===== src/rtl/mips_ctrl_pkg.sv =====
// Shared definitions for the multicycle MIPS controller: FSM states,
// opcode/funct constants, ALU codes and datapath mux-select values.
package mips_ctrl_pkg;

    typedef enum logic [3:0] {
        S_IDLE, S_FETCH, S_DECODE, S_MEMADR,
        S_MEMRD, S_MEMWB, S_MEMWR, S_EXEC,
        S_ALUWB, S_ADDI_EX, S_LOGI_EX, S_IMMWB,
        S_BRANCH, S_JUMP, S_JAL, S_ILLEGAL
    } state_e;

    // Which rule the ALU decoder applies in the current state.
    typedef enum logic [2:0] {
        ALU_CLS_NONE, ALU_CLS_ADD, ALU_CLS_SUB,
        ALU_CLS_FUNCT, ALU_CLS_LOGI
    } alu_cls_e;

    localparam logic [5:0] OP_RTYPE = 6'h00;
    localparam logic [5:0] OP_J     = 6'h02;
    localparam logic [5:0] OP_JAL   = 6'h03;
    localparam logic [5:0] OP_BEQ   = 6'h04;
    localparam logic [5:0] OP_BNE   = 6'h05;
    localparam logic [5:0] OP_ADDI  = 6'h08;
    localparam logic [5:0] OP_ANDI  = 6'h0C;
    localparam logic [5:0] OP_ORI   = 6'h0D;
    localparam logic [5:0] OP_LW    = 6'h23;
    localparam logic [5:0] OP_SW    = 6'h2B;

    localparam logic [5:0] FN_ADD = 6'h20;
    localparam logic [5:0] FN_SUB = 6'h22;
    localparam logic [5:0] FN_AND = 6'h24;
    localparam logic [5:0] FN_OR  = 6'h25;
    localparam logic [5:0] FN_SLT = 6'h2A;

    localparam logic [2:0] ALU_ADD = 3'b010;
    localparam logic [2:0] ALU_SUB = 3'b110;
    localparam logic [2:0] ALU_AND = 3'b000;
    localparam logic [2:0] ALU_OR  = 3'b001;
    localparam logic [2:0] ALU_SLT = 3'b111;

    localparam logic [1:0] DST_RT = 2'd0;
    localparam logic [1:0] DST_RD = 2'd1;
    localparam logic [1:0] DST_RA = 2'd2;

    localparam logic [1:0] WB_ALU = 2'd0;
    localparam logic [1:0] WB_MDR = 2'd1;
    localparam logic [1:0] WB_PC  = 2'd2;

    localparam logic SRCA_PC = 1'b0;
    localparam logic SRCA_A  = 1'b1;

    localparam logic [1:0] SRCB_B    = 2'd0;
    localparam logic [1:0] SRCB_4    = 2'd1;
    localparam logic [1:0] SRCB_IMM  = 2'd2;
    localparam logic [1:0] SRCB_IMM4 = 2'd3;

    localparam logic [1:0] PCS_ALU    = 2'd0;
    localparam logic [1:0] PCS_ALUOUT = 2'd1;
    localparam logic [1:0] PCS_JUMP   = 2'd2;

endpackage


===== src/rtl/mips_alu_decoder.sv =====
// Combinational ALU decoder: maps (state class, opcode, funct) to alu_ctl.
// Ports: i_cls, i_opcode, i_funct in; o_alu_ctl, o_funct_illegal out.
module mips_alu_decoder
    import mips_ctrl_pkg::*;
#(
    parameter int ALUCTL_W = 3
) (
    input  alu_cls_e            i_cls,
    input  logic [5:0]          i_opcode,
    input  logic [5:0]          i_funct,
    output logic [ALUCTL_W-1:0] o_alu_ctl,
    output logic                o_funct_illegal
);

    logic [2:0] w_code;

    always_comb begin
        w_code          = ALU_AND;
        o_funct_illegal = 1'b0;
        case (i_cls)
            ALU_CLS_ADD: w_code = ALU_ADD;
            ALU_CLS_SUB: w_code = ALU_SUB;
            ALU_CLS_LOGI: begin
                w_code = (i_opcode == OP_ORI) ? ALU_OR : ALU_AND;
            end
            ALU_CLS_FUNCT: begin
                case (i_funct)
                    FN_ADD:  w_code = ALU_ADD;
                    FN_SUB:  w_code = ALU_SUB;
                    FN_AND:  w_code = ALU_AND;
                    FN_OR:   w_code = ALU_OR;
                    FN_SLT:  w_code = ALU_SLT;
                    // Unknown funct: EXEC writes nothing, so ADD is harmless.
                    default: begin
                        w_code          = ALU_ADD;
                        o_funct_illegal = 1'b1;
                    end
                endcase
            end
            default: w_code = ALU_AND;
        endcase
    end

    assign o_alu_ctl = ALUCTL_W'(w_code);

endmodule


===== src/rtl/mips_multicycle_ctrl.sv =====
// Multicycle MIPS control unit: Moore FSM with memory wait handshake,
// wait timeout, illegal-instruction pulse and ALU decoder.
// Inputs: i_clk, i_rst (async, active-low), i_opcode, i_funct, i_zero,
// i_mem_ready. Outputs: datapath controls o_*, o_illegal, o_mem_timeout.
// Macro MIPS_CTRL_PERF_EN adds o_cycle_cnt / o_instr_cnt counters.
module mips_multicycle_ctrl
    import mips_ctrl_pkg::*;
#(
    parameter int ALUCTL_W     = 3,
    parameter int WAIT_TIMEOUT = 255
`ifdef MIPS_CTRL_PERF_EN
    ,
    parameter int PERF_W       = 32
`endif
) (
    input  logic                i_clk,
    input  logic                i_rst,
    input  logic [5:0]          i_opcode,
    input  logic [5:0]          i_funct,
    input  logic                i_zero,
    input  logic                i_mem_ready,
    output logic                o_pc_en,
    output logic                o_iord,
    output logic                o_mem_write,
    output logic                o_ir_write,
    output logic [1:0]          o_reg_dst,
    output logic [1:0]          o_mem_to_reg,
    output logic                o_reg_write,
    output logic                o_alu_src_a,
    output logic [1:0]          o_alu_src_b,
    output logic                o_zext,
    output logic [1:0]          o_pc_src,
    output logic [ALUCTL_W-1:0] o_alu_ctl,
    output logic                o_illegal,
`ifdef MIPS_CTRL_PERF_EN
    output logic [PERF_W-1:0]   o_cycle_cnt,
    output logic [PERF_W-1:0]   o_instr_cnt,
`endif
    output logic                o_mem_timeout
);

    localparam int CNT_W = $clog2(WAIT_TIMEOUT + 2);
    localparam logic [CNT_W-1:0] LP_LAST =
        CNT_W'((WAIT_TIMEOUT > 0) ? WAIT_TIMEOUT - 1 : 0);

    state_e           r_state;
    state_e           w_next;
    alu_cls_e         w_cls;
    logic             w_funct_ill;
    logic             w_waiting;
    logic             w_timeout;
    logic [CNT_W-1:0] r_wait_cnt;
    logic             r_mem_timeout;

    mips_alu_decoder #(.ALUCTL_W(ALUCTL_W)) u_alu_dec (
        .i_cls           (w_cls),
        .i_opcode        (i_opcode),
        .i_funct         (i_funct),
        .o_alu_ctl       (o_alu_ctl),
        .o_funct_illegal (w_funct_ill)
    );

    assign w_waiting = !i_mem_ready &&
        (r_state inside {S_FETCH, S_MEMRD, S_MEMWR});
    // The last waiting cycle is the one where the count would reach the limit.
    assign w_timeout = (WAIT_TIMEOUT != 0) && w_waiting &&
        (r_wait_cnt == LP_LAST);

    always_ff @(posedge i_clk or negedge i_rst) begin
        if (!i_rst) begin
            r_state       <= S_IDLE;
            r_wait_cnt    <= '0;
            r_mem_timeout <= 1'b0;
        end else begin
            r_state <= w_next;
            if (w_waiting && !w_timeout && (WAIT_TIMEOUT != 0))
                r_wait_cnt <= r_wait_cnt + 1'b1;
            else
                r_wait_cnt <= '0;
            if (w_timeout)
                r_mem_timeout <= 1'b1;
        end
    end

    assign o_mem_timeout = r_mem_timeout;

    always_comb begin
        w_cls = ALU_CLS_NONE;
        case (r_state)
            S_FETCH, S_DECODE,
            S_MEMADR, S_ADDI_EX: w_cls = ALU_CLS_ADD;
            S_BRANCH:            w_cls = ALU_CLS_SUB;
            S_EXEC:              w_cls = ALU_CLS_FUNCT;
            S_LOGI_EX:           w_cls = ALU_CLS_LOGI;
            default:             w_cls = ALU_CLS_NONE;
        endcase
    end

    always_comb begin
        w_next       = r_state;
        o_pc_en      = 1'b0;
        o_iord       = 1'b0;
        o_mem_write  = 1'b0;
        o_ir_write   = 1'b0;
        o_reg_dst    = DST_RT;
        o_mem_to_reg = WB_ALU;
        o_reg_write  = 1'b0;
        o_alu_src_a  = SRCA_PC;
        o_alu_src_b  = SRCB_B;
        o_zext       = 1'b0;
        o_pc_src     = PCS_ALU;
        o_illegal    = 1'b0;
        unique case (r_state)
            S_IDLE: w_next = S_FETCH;
            S_FETCH: begin
                o_alu_src_b = SRCB_4;
                o_ir_write  = i_mem_ready;
                o_pc_en     = i_mem_ready;
                if (i_mem_ready) w_next = S_DECODE;
            end
            S_DECODE: begin
                o_alu_src_b = SRCB_IMM4;
                case (i_opcode)
                    OP_LW, OP_SW:    w_next = S_MEMADR;
                    OP_RTYPE:        w_next = S_EXEC;
                    OP_ADDI:         w_next = S_ADDI_EX;
                    OP_ANDI, OP_ORI: w_next = S_LOGI_EX;
                    OP_BEQ, OP_BNE:  w_next = S_BRANCH;
                    OP_J:            w_next = S_JUMP;
                    OP_JAL:          w_next = S_JAL;
                    default:         w_next = S_ILLEGAL;
                endcase
            end
            S_MEMADR: begin
                o_alu_src_a = SRCA_A;
                o_alu_src_b = SRCB_IMM;
                w_next = (i_opcode == OP_SW) ? S_MEMWR : S_MEMRD;
            end
            S_MEMRD: begin
                o_iord = 1'b1;
                if (i_mem_ready) w_next = S_MEMWB;
            end
            S_MEMWB: begin
                o_mem_to_reg = WB_MDR;
                o_reg_write  = 1'b1;
                w_next       = S_FETCH;
            end
            S_MEMWR: begin
                o_iord      = 1'b1;
                o_mem_write = 1'b1;
                if (i_mem_ready) w_next = S_FETCH;
            end
            S_EXEC: begin
                o_alu_src_a = SRCA_A;
                w_next = w_funct_ill ? S_ILLEGAL : S_ALUWB;
            end
            S_ALUWB: begin
                o_reg_dst   = DST_RD;
                o_reg_write = 1'b1;
                w_next      = S_FETCH;
            end
            S_ADDI_EX, S_LOGI_EX: begin
                o_alu_src_a = SRCA_A;
                o_alu_src_b = SRCB_IMM;
                o_zext      = (r_state == S_LOGI_EX);
                w_next      = S_IMMWB;
            end
            S_IMMWB: begin
                o_reg_write = 1'b1;
                o_zext = (i_opcode == OP_ANDI) || (i_opcode == OP_ORI);
                w_next = S_FETCH;
            end
            S_BRANCH: begin
                o_alu_src_a = SRCA_A;
                o_pc_src    = PCS_ALUOUT;
                o_pc_en     = i_zero ^ (i_opcode == OP_BNE);
                w_next      = S_FETCH;
            end
            S_JUMP: begin
                o_pc_src = PCS_JUMP;
                o_pc_en  = 1'b1;
                w_next   = S_FETCH;
            end
            S_JAL: begin
                o_reg_dst    = DST_RA;
                o_mem_to_reg = WB_PC;
                o_reg_write  = 1'b1;
                o_pc_src     = PCS_JUMP;
                o_pc_en      = 1'b1;
                w_next       = S_FETCH;
            end
            S_ILLEGAL: begin
                o_illegal = 1'b1;
                w_next    = S_FETCH;
            end
            default: w_next = S_IDLE;
        endcase
        if (w_timeout) w_next = S_FETCH;
    end

`ifdef MIPS_CTRL_PERF_EN
    logic [PERF_W-1:0] r_cycle_cnt;
    logic [PERF_W-1:0] r_instr_cnt;
    logic              w_retire;

    // An instruction retires when a non-fetch state hands back to FETCH,
    // except when the hand-back is a forced timeout abort.
    assign w_retire = (w_next == S_FETCH) && !w_timeout &&
        !(r_state inside {S_IDLE, S_FETCH});

    always_ff @(posedge i_clk or negedge i_rst) begin
        if (!i_rst) begin
            r_cycle_cnt <= '0;
            r_instr_cnt <= '0;
        end else begin
            if (r_state != S_IDLE) r_cycle_cnt <= r_cycle_cnt + 1'b1;
            if (w_retire)          r_instr_cnt <= r_instr_cnt + 1'b1;
        end
    end

    assign o_cycle_cnt = r_cycle_cnt;
    assign o_instr_cnt = r_instr_cnt;
`endif

endmodule


===== config.mk =====
export PLATFORM = sky130hd
export DESIGN_NAME = mips_multicycle_ctrl
export DESIGN_NICKNAME = d
export VERILOG_FILES = /design/src/rtl/mips_ctrl_pkg.sv /design/src/rtl/mips_alu_decoder.sv /design/src/rtl/mips_multicycle_ctrl.sv
export SDC_FILE = /design/constraint.sdc
export NUM_CORES = 1
export LEC_CHECK = 0
export BUFFER_PORTS_ARGS = -buffer_cell sky130_fd_sc_hd__buf_2
export CORE_UTILIZATION = 55
export DETAILED_ROUTE_END_ITERATION = 10
export PLACE_DENSITY = 0.85
export SLEW_MARGIN = 20
export SYNTH_ARGS = -nofsm -noshare
export SYNTH_HDL_FRONTEND = slang
export SYNTH_SLANG_ARGS = --single-unit
export TNS_END_PERCENT = 50

===== constraint.sdc =====
create_clock -name i_clk -period 2.8 [get_ports i_clk]
set_input_delay 0.56 -clock i_clk [delete_from_list [all_inputs] [get_ports i_clk]]
set_output_delay 0.56 -clock i_clk [all_outputs]
set_load 0.02 [all_outputs]

-- After elaboration in Yosys (flattened, before gate mapping)
Cells that the tools add are included.
- bits in registers: 14
- output and inout bits: 20
- word-level logic and storage cells: 91
- reduce and logical (&&, ||, !) cells: 22
- mux-type cells: 27
- equality and inequality tests: 37
- add/subtract/negate cells: 1
- bitwise gates (word level): 1
- operators with widths (operator ; count):
    6-bit == test (second input constant) ; 7
    3-bit one-hot mux with 4 select lines ; 3
    4-bit == test (second input constant) ; 8
    4-bit one-hot mux with 8 select lines ; 1
    4-bit one-hot mux with 7 select lines ; 1
    6-bit by 4-bit == test with 1-bit output (second input constant) ; 3
    4-bit by 3-bit == test with 1-bit output (second input constant) ; 4
    4-bit 2-to-1 mux ; 4
    6-bit by 2-bit == test with 1-bit output (second input constant) ; 2
    6-bit by 3-bit == test with 1-bit output (second input constant) ; 2
    2-bit one-hot mux with 2 select lines ; 3
    2-bit OR reduction ; 6
    5-bit OR reduction ; 2
    9-bit by 1-bit adder with 9-bit output (second input constant) ; 1
    9-bit by 8-bit == test with 1-bit output (second input constant) ; 1
    1-bit 2-to-1 mux ; 9
    9-bit 2-to-1 mux ; 1
    3-bit inequality test (second input constant) ; 3
    4-bit by 2-bit == test with 1-bit output (second input constant) ; 2
    4-bit OR reduction ; 2
    8-bit OR reduction ; 1
    3-bit by 2-bit == test with 1-bit output (second input constant) ; 2
    6-bit logical NOT ; 1
    2-bit one-hot mux with 3 select lines ; 1
    other kinds (15) ; 18

-- Logic depth before layout (Yosys ltp)
Gate-level depths: netlist of run 1.
- depth after elaboration: 8
- gate-level depth with buffers: 6

-- Hierarchy
Synthesis of run 1 repeated with hierarchy kept, for this count alone.
- cells, all modules: 165
- area, all modules: 1346.3 sq um
- modules (own cells, without submodules) (module ; area an instance (sq um) ; instances ; cells each):
    mips_multicycle_ctrl ; 1202.4 ; 1 ; 147
    mips_alu_decoder ; 143.9 ; 1 ; 18

-- Worst setup path before layout of run 1
No wires, ideal clock.
- kind: reg-to-output
- start point: register r_state[3]
- end point: output port o_alu_ctl[1]
- buffers on the path: 1
- arrival: 1.565 ns
- stages on the path, launching flop included: 5
- setup slack: 0.675 ns
- cell sequence: dfrtp_1 -> clkbuf_1 -> nand2_1 -> nor3_1 -> a221o_1
- word-level cells in the longest chain between the ends: 5
- elaborated cells between the ends (all ways): 14
- those cells by class: eq/ne (11); mux (2); reduce/logical (1)
- RTL lines (what ; RTL line ; RTL):
    start: declaration ; mips_multicycle_ctrl.sv:46 ; state_e r_state;
    start signal: assignment ; mips_multicycle_ctrl.sv:75 ; r_state <= w_next;
    4-bit by 1-bit == test with 1-bit output, or another cell as far along ; mips_multicycle_ctrl.sv:89 ; case (r_state)
    4-bit OR reduction ; mips_multicycle_ctrl.sv:89 ;
    3-bit one-hot mux with 4 select lines * ; mips_multicycle_ctrl.sv:89 ;
    3-bit by 2-bit == test with 1-bit output, or another cell as far along ; mips_alu_decoder.sv:20 ; case (i_cls)
    3-bit one-hot mux with 4 select lines * ; mips_alu_decoder.sv:20 ;
    end: declaration ; mips_multicycle_ctrl.sv:33 ; output logic [ALUCTL_W-1:0] o_alu_ctl,
Mark *: on every way between the ends. The rest lies on a longest branch, timed or not.

-- Final worst setup path of run 1
- start point: register r_state[3]
- end point: output port o_alu_ctl[0]
Same word-level chain as after synthesis.

==> out/metrics.cfg, run 1 <==
[synthesis]
synth_top_area_share=0.293
syn-num-nets=175
ys.flop_type=dfrtp_1
synth_edf_count=0
yosys_warnings=0
syn_area_um2=1200
synthArstFlopShare=1.00
synthCells=157
ys_top_cells_by_area=dfrtp_1, nor2_1, xnor2_1
ys_ff_latch=14
synth.distinct_cells=46
yosysTopAreaCell=dfrtp_1
avgSynthCellArea_um2=7.62
seq_area_frac_synth=0.293

[clock_network]
cts_max_path_buffers=2
cts_tree=built
clockRootBuffer=clkbuf_4
path_clk_slew_ns=0.09
cts_resized=0
h-tree-depth=1
clock_latency_ns=0.29
cts_setup_buffers=0
ctsHoldBuffers=0
cts_buffers=3
numClockSinks=14

[floorplanning]
ioPinCount=36
die_area_um2=2370
core-area_um2=2000
die_x_um=48.6
core.rowCount=16
start_util=0.597
die_h_um=48.6

[detailed_routing]
totalWireLength_um=2970
postRouteAntennaNets=0
detailedRoute.firstIterationViolations=45
drc=0
vias=1282
wire_per_inst_um=14.0
drtPass1Iterations=4
via_per_inst=6.02

[pwr]
total_power_uw=1140
p_per_area_nw_per_um2=816
ir_drop_mv=0.446
p_leak_uw=0.000616

[sta]
max_freq_mhz=407
min_period_over_period=0.877
clock_skew_ns=0.0105
finalSetupViolCount=0
relSlewSlack=0.594
drv_slew=0
tns_ns=0
grt_setup_unrepaired=false
hold_ws_ns=0.146
period_needed_ns=2.46
hold_violations=0
tightest_slew_ns=0.609

[setup_path]
cp.required_ns=2.24
startpoint=r_state[3]
cp-end-kind=output port
worst-r2r-setup-slack_ns=0.91
slowest_delay_ns=0.72
worst_setup_path_start_kind=register
worstReg2RegStart=r_state[0]
r2r-end=r_wait_cnt[6]
path_cells=inv_1 > nor2_1 > nand3_1 > o22ai_1 > buf_2
worst-path-buf-inv=2
crit_path_top_delay_cell=dfrtp_1
ff2ff_path_depth=4
critPathArrivalTime_ns=1.90
critical_path_class=reg2out
worstPathMaxFanout=18
cp_top_family=flip-flops
crit_cells=5
endpoint=o_alu_ctl[0]

[global_routing]
grt_pass1_vias=1147
antenna_found_initial=0
grt-ovfl-total=0
grt_max_degree=22
grt_util_all_layers=0.269
grt_pass1_wl_um=5070

[finish]
post-route-util=0.696
drive_gt1_frac=0.226
mostFrequentLayoutCells=buf_2, nor2_1, dfrtp_1
layout_commonest_cell=buf_2
num_antenna_cells=0
final_net_count=205
syn_to_final_growth_pct=16.5
final_cell_area_um2=1390

[placed_design]
place_area_um2=1360
routabilityCongestion=0.796
port_buffers=35
place_hpwl_um=2220

[run_status]
status=finished clean

[run]
maxCapViolations=0

[hold_path]
min_path_type=in2async

[final cells by class]
type	instances	area, um2
fill	187	608
timing repair buffer	35	175
multi-input combinational	128	779
clock buffer	4	36.3
inverter	5	18.8
sequential	14	350
tap	27	33.8
[per-layer routing]
layer	wire, um	vias up	track usage
met3	196	4	0.0629
met5	0	-	0
met2	1400	48	0.442
met4	19	0	0.0539
li1	-	624	-
met1	1360	606	0.361
[flip-flops by register name, indices dropped and copies added, names as in the netlist]
name           flops
o_mem_timeout      1
r_state            4
r_wait_cnt         9
[cell families (layout without fill, tap and decap cells)]
kind of cell / count (synthesis) / in the layout / synth area share
simple gates: 82 / 82 / 0.361
compound gates: 34 / 34 / 0.197
buf+inv: 15 / 44 / 0.0554
flops: 14 / 14 / 0.293
xor+xnor: 10 / 10 / 0.0732
fa+ha+maj: 2 / 2 / 0.0209
[synth_stat cells, types with 2 or more instances]
library cell  number
buf_2              4
xor2_1             2
nand2_1           11
xnor2_1            8
o221ai_1           2
ha_1               2
nand4b_1           3
a31oi_1            2
a21oi_1            6
and3_1             2
clkbuf_1           4
inv_1              5
nor2b_1            5
a21boi_0           2
or4_1              2
o21ai_0            7
nand3_1            5
nand2b_1           8
nor2_1            28
nor3b_1            2
nor4_1             2
o22ai_1            2
dfrtp_1           14
nor3_1             4
nand4_1            4
[worst min-delay path by stage]
stage / start / end / depth (start not counted)
final: i_rst / r_wait_cnt[4] / 1
after global routing: i_rst / r_wait_cnt[4] / 1
after CTS: i_rst / r_wait_cnt[4] / 1
after detailed placement: o_mem_timeout / o_mem_timeout / 1
after global placement: o_mem_timeout / o_mem_timeout / 1
after floorplan: i_rst / o_mem_timeout / 0
[report_power, final]
| part | switching, uW | internal, uW |
|---|---|---|
| registers | 137 | 235 |
| logic | 376 | 244 |
| clock network | 65.8 | 79.2 |
| total | 579 | 558 |
[through the flow]
step                      instances  worst slack [ns]
final                           213             0.343
after global routing            213             0.183
after CTS                       213             0.390
after detailed placement        209             0.668
after global placement          209             0.710
after floorplan                 157             0.675
No activity file was read; power rests on OpenSTA's default activity.
==> run 2, diff against run 1 <==
CORE_MARGIN = 8   (was not set)
CORE_UTILIZATION = 51   (was 55)
MAX_ROUTING_LAYER = met4   (was not set)
PLACE_DENSITY = 0.79   (was 0.85)
clock period = 2.7 ns   (was 2.8 ns; I/O delays follow)
==> run 2 against run 1 <==
Net effect:
- total power increased by 2.2%
- first-iteration DRC count increased by 49%
- die area increased by 76%
- critical path type unchanged
- critical endpoint is now o_alu_ctl[1]
==> out/metrics.cfg, run 2 (same netlist as run 1, synthesis figures left out) <==
[run_status]
status=finished clean

[detailed_routing]
wire_per_inst_um=13.8  ; -1.0%
vias=1246  ; -2.8%
drc=0  ; unchanged
via_per_inst=5.82  ; -3.3%
drtPass1Iterations=4  ; unchanged
postRouteAntennaNets=0  ; unchanged
totalWireLength_um=2960  ; -0.57%
detailedRoute.firstIterationViolations=67  ; +49%

[pwr]
p_per_area_nw_per_um2=833  ; +2.1%
ir_drop_mv=0.515  ; +16%
p_leak_uw=0.000616  ; unchanged

[setup_path]
critical_path_class=reg2out
worstPathMaxFanout=18  ; unchanged
worst_setup_path_start_kind=register
startpoint=r_state[3]
critPathArrivalTime_ns=1.86  ; -0.04 ns
cp.required_ns=2.16  ; -0.08 ns
cp-end-kind=output port
worstReg2RegStart=r_state[0]

[global_routing]
grt_util_all_layers=0.144  ; -0.125
grt_max_degree=22  ; unchanged
grt-ovfl-total=0  ; unchanged
antenna_found_initial=0  ; unchanged
grt_pass1_wl_um=4970  ; -1.9%
grt_pass1_vias=1133  ; -1.2%

[placed_design]
place_inst=210  ; +0.48%
routabilityCongestion=0.807  ; +1.3%
place_hpwl_um=2330  ; +4.8%
port_buffers=35  ; unchanged

[finish]
syn_to_final_growth_pct=16.6  ; about the same
mostFrequentLayoutCells=buf_2, nor2_1, dfrtp_1
layout_commonest_cell=buf_2
drive_gt1_frac=0.226  ; unchanged
n_fill_cell=209  ; +12%
fin_cells=214  ; +0.47%
largest_register_ffs=9  ; unchanged
final_net_count=205  ; unchanged
top_register=r_wait_cnt
num_antenna_cells=0  ; unchanged

[clock_network]
numClockSinks=14  ; unchanged
cts_resized=0  ; unchanged
ctsHoldBuffers=0  ; unchanged
cts_max_path_buffers=2  ; unchanged
clockRootBuffer=clkbuf_4
clock_latency_ns=0.28  ; about the same
cts_tree=built
cts_setup_buffers=0  ; unchanged
path_clk_slew_ns=0.08  ; about the same
h-tree-depth=1  ; unchanged
cts_buffers=3  ; unchanged

[run]
maxCapViolations=0  ; unchanged

[sta]
max_freq_mhz=416
min_period_over_period=0.890
hold_violations=0  ; unchanged
clock_skew_ns=0.00178  ; -0.00870 ns
period_needed_ns=2.40
relSlewSlack=0.609  ; +0.0147
tns_ns=0  ; unchanged
grt_setup_unrepaired=false
finalSetupViolCount=0  ; unchanged
tightest_slew_ns=0.587  ; -0.0220 ns
drv_slew=0  ; unchanged

[hold_path]
min_path_type=in2async

[floorplanning]
die_x_um=64.4  ; +32%
die_area_um2=4150  ; +76%
ioPinCount=36  ; unchanged
core-area_um2=2210  ; +10%
start_util=0.541  ; -0.0568
core.rowCount=17  ; +1
die_h_um=64.4  ; +32%

==> run 2: metal layers <==
| layer | vias up | global-route usage | wire length (um) |
|---|---|---|---|
| met4 | 0 | 0.0109 | 0 |
| met1 | 582 | 0.183 | 1410 |
| met2 | 43 | 0.226 | 1340 |
| li1 | 621 | - | - |
| met5 | - | - | 0 |
| met3 | 0 | 0.0498 | 203 |
==> run 2: final cells by class <==
| cell class | count | area (um2) | share of cell area |
|---|---|---|---|
| Multi-Input combinational cell | 128 | 779 | 0.559 |
| Tap cell | 28 | 35.0 | 0.0251 |
| Clock buffer | 4 | 36.3 | 0.0260 |
| Sequential cell | 14 | 350 | 0.251 |
| Timing Repair Buffer | 35 | 175 | 0.126 |
| Inverter | 5 | 18.8 | 0.0135 |
==> run 2: through the flow <==
step	power, uW	hold WS, ns	worst slack, ns	cell area [um2]	util
3_5_place_dp	1010	0.447	0.597	1360	0.614
5_1_grt	1260	0.132	0.114	1400	0.631
2_1_floorplan	846	0.244	0.595	1200	-
6_report	1160	0.132	0.297	1400	0.631
3_3_place_gp	1000	0.444	0.632	1360	0.614
4_1_cts	1170	0.135	0.342	1400	0.631
==> run 2: path summary, 6_finish.rpt <==
check                           endpoint  slack (ns)  cells past startpoint
min in group i_clk         o_mem_timeout        0.47                      1
hold reg to reg            o_mem_timeout        0.47                      1
setup / recovery            o_alu_ctl[1]        0.30                      4
hold / removal             r_wait_cnt[4]        0.13                      1
setup reg to reg           r_wait_cnt[6]        0.83                      4
max in group asynchronous  r_wait_cnt[8]        2.34                      1
==> run 2: power by group <==
group | internal [uW] | total [uW] | switching, uW
registers | 244 | 378 | 134
logic | 254 | 633 | 380
clock network | 82.1 | 151 | 69.2
==> run 2: worst max-delay path, stage by stage (launching register included) <==
cell	delay (ns)
dfrtp_1	0.69
nand2_1	0.24
nor3_1	0.32
a221o_1	0.16
buf_2	0.16
==> run 3, diff against run 2 <==
CELL_PAD_IN_SITES_DETAIL_PLACEMENT = 1   (was not set)
CELL_PAD_IN_SITES_GLOBAL_PLACEMENT = 2   (was not set)
CORE_UTILIZATION = 25   (was 51)
PLACE_DENSITY = not set   (was 0.79)
PLACE_DENSITY_LB_ADDON = 0.1   (was not set)
clock period = 2.1 ns   (was 2.7 ns; I/O delays follow)
==> run 3 against run 2 <==
Net effect:
- hold slack worse by 0.065 ns
- design area is 6.6% higher
- combinational power rose by 54%
- largest cell class unchanged
- highest routed layer is now met4
==> out/metrics.cfg, run 3 (same netlist as run 1, synthesis figures left out) <==
[run_status]
status=finished clean

[pwr]
p_per_area_nw_per_um2=1110  ; +34%
p_leak_uw=0.000639  ; +3.8%
ir_drop_mv=0.203  ; -61%

[clock_network]
clockRootBuffer=clkbuf_8
cts_buffers=3  ; unchanged
clock_latency_ns=0.25  ; -0.03 ns
path_clk_slew_ns=0.06  ; -0.02 ns
cts_tree=built
cts_setup_buffers=0  ; unchanged
h-tree-depth=1  ; unchanged
cts_max_path_buffers=2  ; unchanged
numClockSinks=14  ; unchanged

[floorplanning]
die_x_um=85.2  ; +32%
core-area_um2=4660  ; +110%
die_area_um2=7250  ; +75%
start_util=0.257  ; -0.284
ioPinCount=36  ; unchanged
core.rowCount=25  ; +8
die_h_um=85.2  ; +32%

[global_routing]
antenna_found_initial=0  ; unchanged
grt-ovfl-total=0  ; unchanged
grt_pass1_wl_um=6860  ; +38%
grt_pass1_vias=1347  ; +19%
grt_max_degree=18  ; -18%
grt_util_all_layers=0.118  ; -0.0259

[detailed_routing]
via_per_inst=5.07  ; -13%
wire_per_inst_um=16.4  ; +19%
detailedRoute.firstIterationViolations=39  ; -42%
drtPass1Iterations=4  ; unchanged
totalWireLength_um=4000  ; +35%
drc=0  ; unchanged
postRouteAntennaNets=0  ; unchanged
vias=1236  ; -0.80%

[finish]
final_net_count=210  ; +2.4%
fin_cells=244  ; +14%
mostFrequentLayoutCells=buf_2, nor2_1, nand2_1
final_cell_area_um2=1490  ; +6.6%
num_antenna_cells=0  ; unchanged
drive_gt1_frac=0.284  ; +0.0584
layout_commonest_cell=buf_2
top_register=r_wait_cnt
largest_register_ffs=9  ; unchanged
syn_to_final_growth_pct=24.4

[setup_path]
critPathArrivalTime_ns=1.61  ; -0.25 ns
worstPathMaxFanout=17  ; -1
path_cells=and2_1 > a211oi_1 > o31a_1 > buf_2
worst_setup_path_start_kind=register
critical_path_class=reg2out
crit_path_top_delay_cell=dfrtp_2
cp.required_ns=1.68  ; -0.48 ns
cp-end-kind=output port
slowest_delay_ns=0.52  ; -0.17 ns

[sta]
finalSetupViolCount=0  ; unchanged
min_period_over_period=0.965
tightest_slew_ns=0.439  ; -0.148 ns
hold_ws_ns=0.0670  ; -0.0646 ns
relSlewSlack=0.704  ; +0.0952
drv_slew=0  ; unchanged
hold_violations=0  ; unchanged
grt_setup_unrepaired=true
clock_skew_ns=0.00515  ; +0.00337 ns
max_freq_mhz=493
tns_ns=0  ; unchanged
period_needed_ns=2.03

[placed_design]
place_area_um2=1430  ; +5.2%
routabilityCongestion=0.752  ; -6.8%
place_inst=241  ; +15%
place_hpwl_um=3240  ; +39%
port_buffers=35  ; unchanged

[run]
maxCapViolations=0  ; unchanged

[hold_path]
min_path_type=in2async

==> run 3: worst paths after layout <==
path                               start       endpoint  slack, ns  cells after the start
setup / recovery              r_state[1]        o_pc_en       0.07                      4
hold / removal                     i_rst  r_wait_cnt[0]       0.07                      1
setup reg to reg              r_state[2]  r_wait_cnt[3]       0.30                      5
hold reg to reg            o_mem_timeout  o_mem_timeout       0.45                      1
max in group asynchronous          i_rst     r_state[1]       1.75                      1
min in group i_clk         o_mem_timeout  o_mem_timeout       0.45                      1
==> run 3: area by class of cell <==
class | instances | area [um2]
fill | 581 | 3170
timing repair buffer | 40 | 213
tap | 54 | 67.6
multi-input combinational | 128 | 792
clock buffer | 3 | 41.3
inverter | 5 | 18.8
sequential | 14 | 355
==> run 3: where the power goes <==
group	leakage, uW	internal, uW	switching (uW)
combinational	0.000434	379	596
clock	0.0000216	127	96.3
sequential	0.000184	323	135
==> run 3: timing repair <==
item                                    4_1_cts  5_1_grt
gates resized for setup                       3        6
endpoints found under the hold margin         0        0
endpoints found under the setup margin        5        6
hold buffers                                  0        0
==> run 3: metal layers <==
layer  GRT usage  wire (um)
met1       0.155       2070
met5           -          0
met2       0.179       1740
met3      0.0251        156
met4      0.0291         37
==> run 3: worst max-delay path, delay by kind of cell (launching register included) <==
| family | cells | cell delay [ns] |
|---|---|---|
| flops | 1 | 0.52 |
| compound gates | 2 | 0.41 |
| buf+inv | 1 | 0.16 |
| simple gates | 1 | 0.27 |
==> run 3: stage by stage <==
stage / utilization / power [uW] / setup WS [ns]
floorplan: - / 1090 / 0.115
global placement: 0.307 / 1420 / 0.204
detailed placement: 0.307 / 1430 / 0.181
CTS: 0.317 / 1670 / 0.000376
global route: 0.319 / 1810 / -0.0368
finish: 0.319 / 1660 / 0.0728
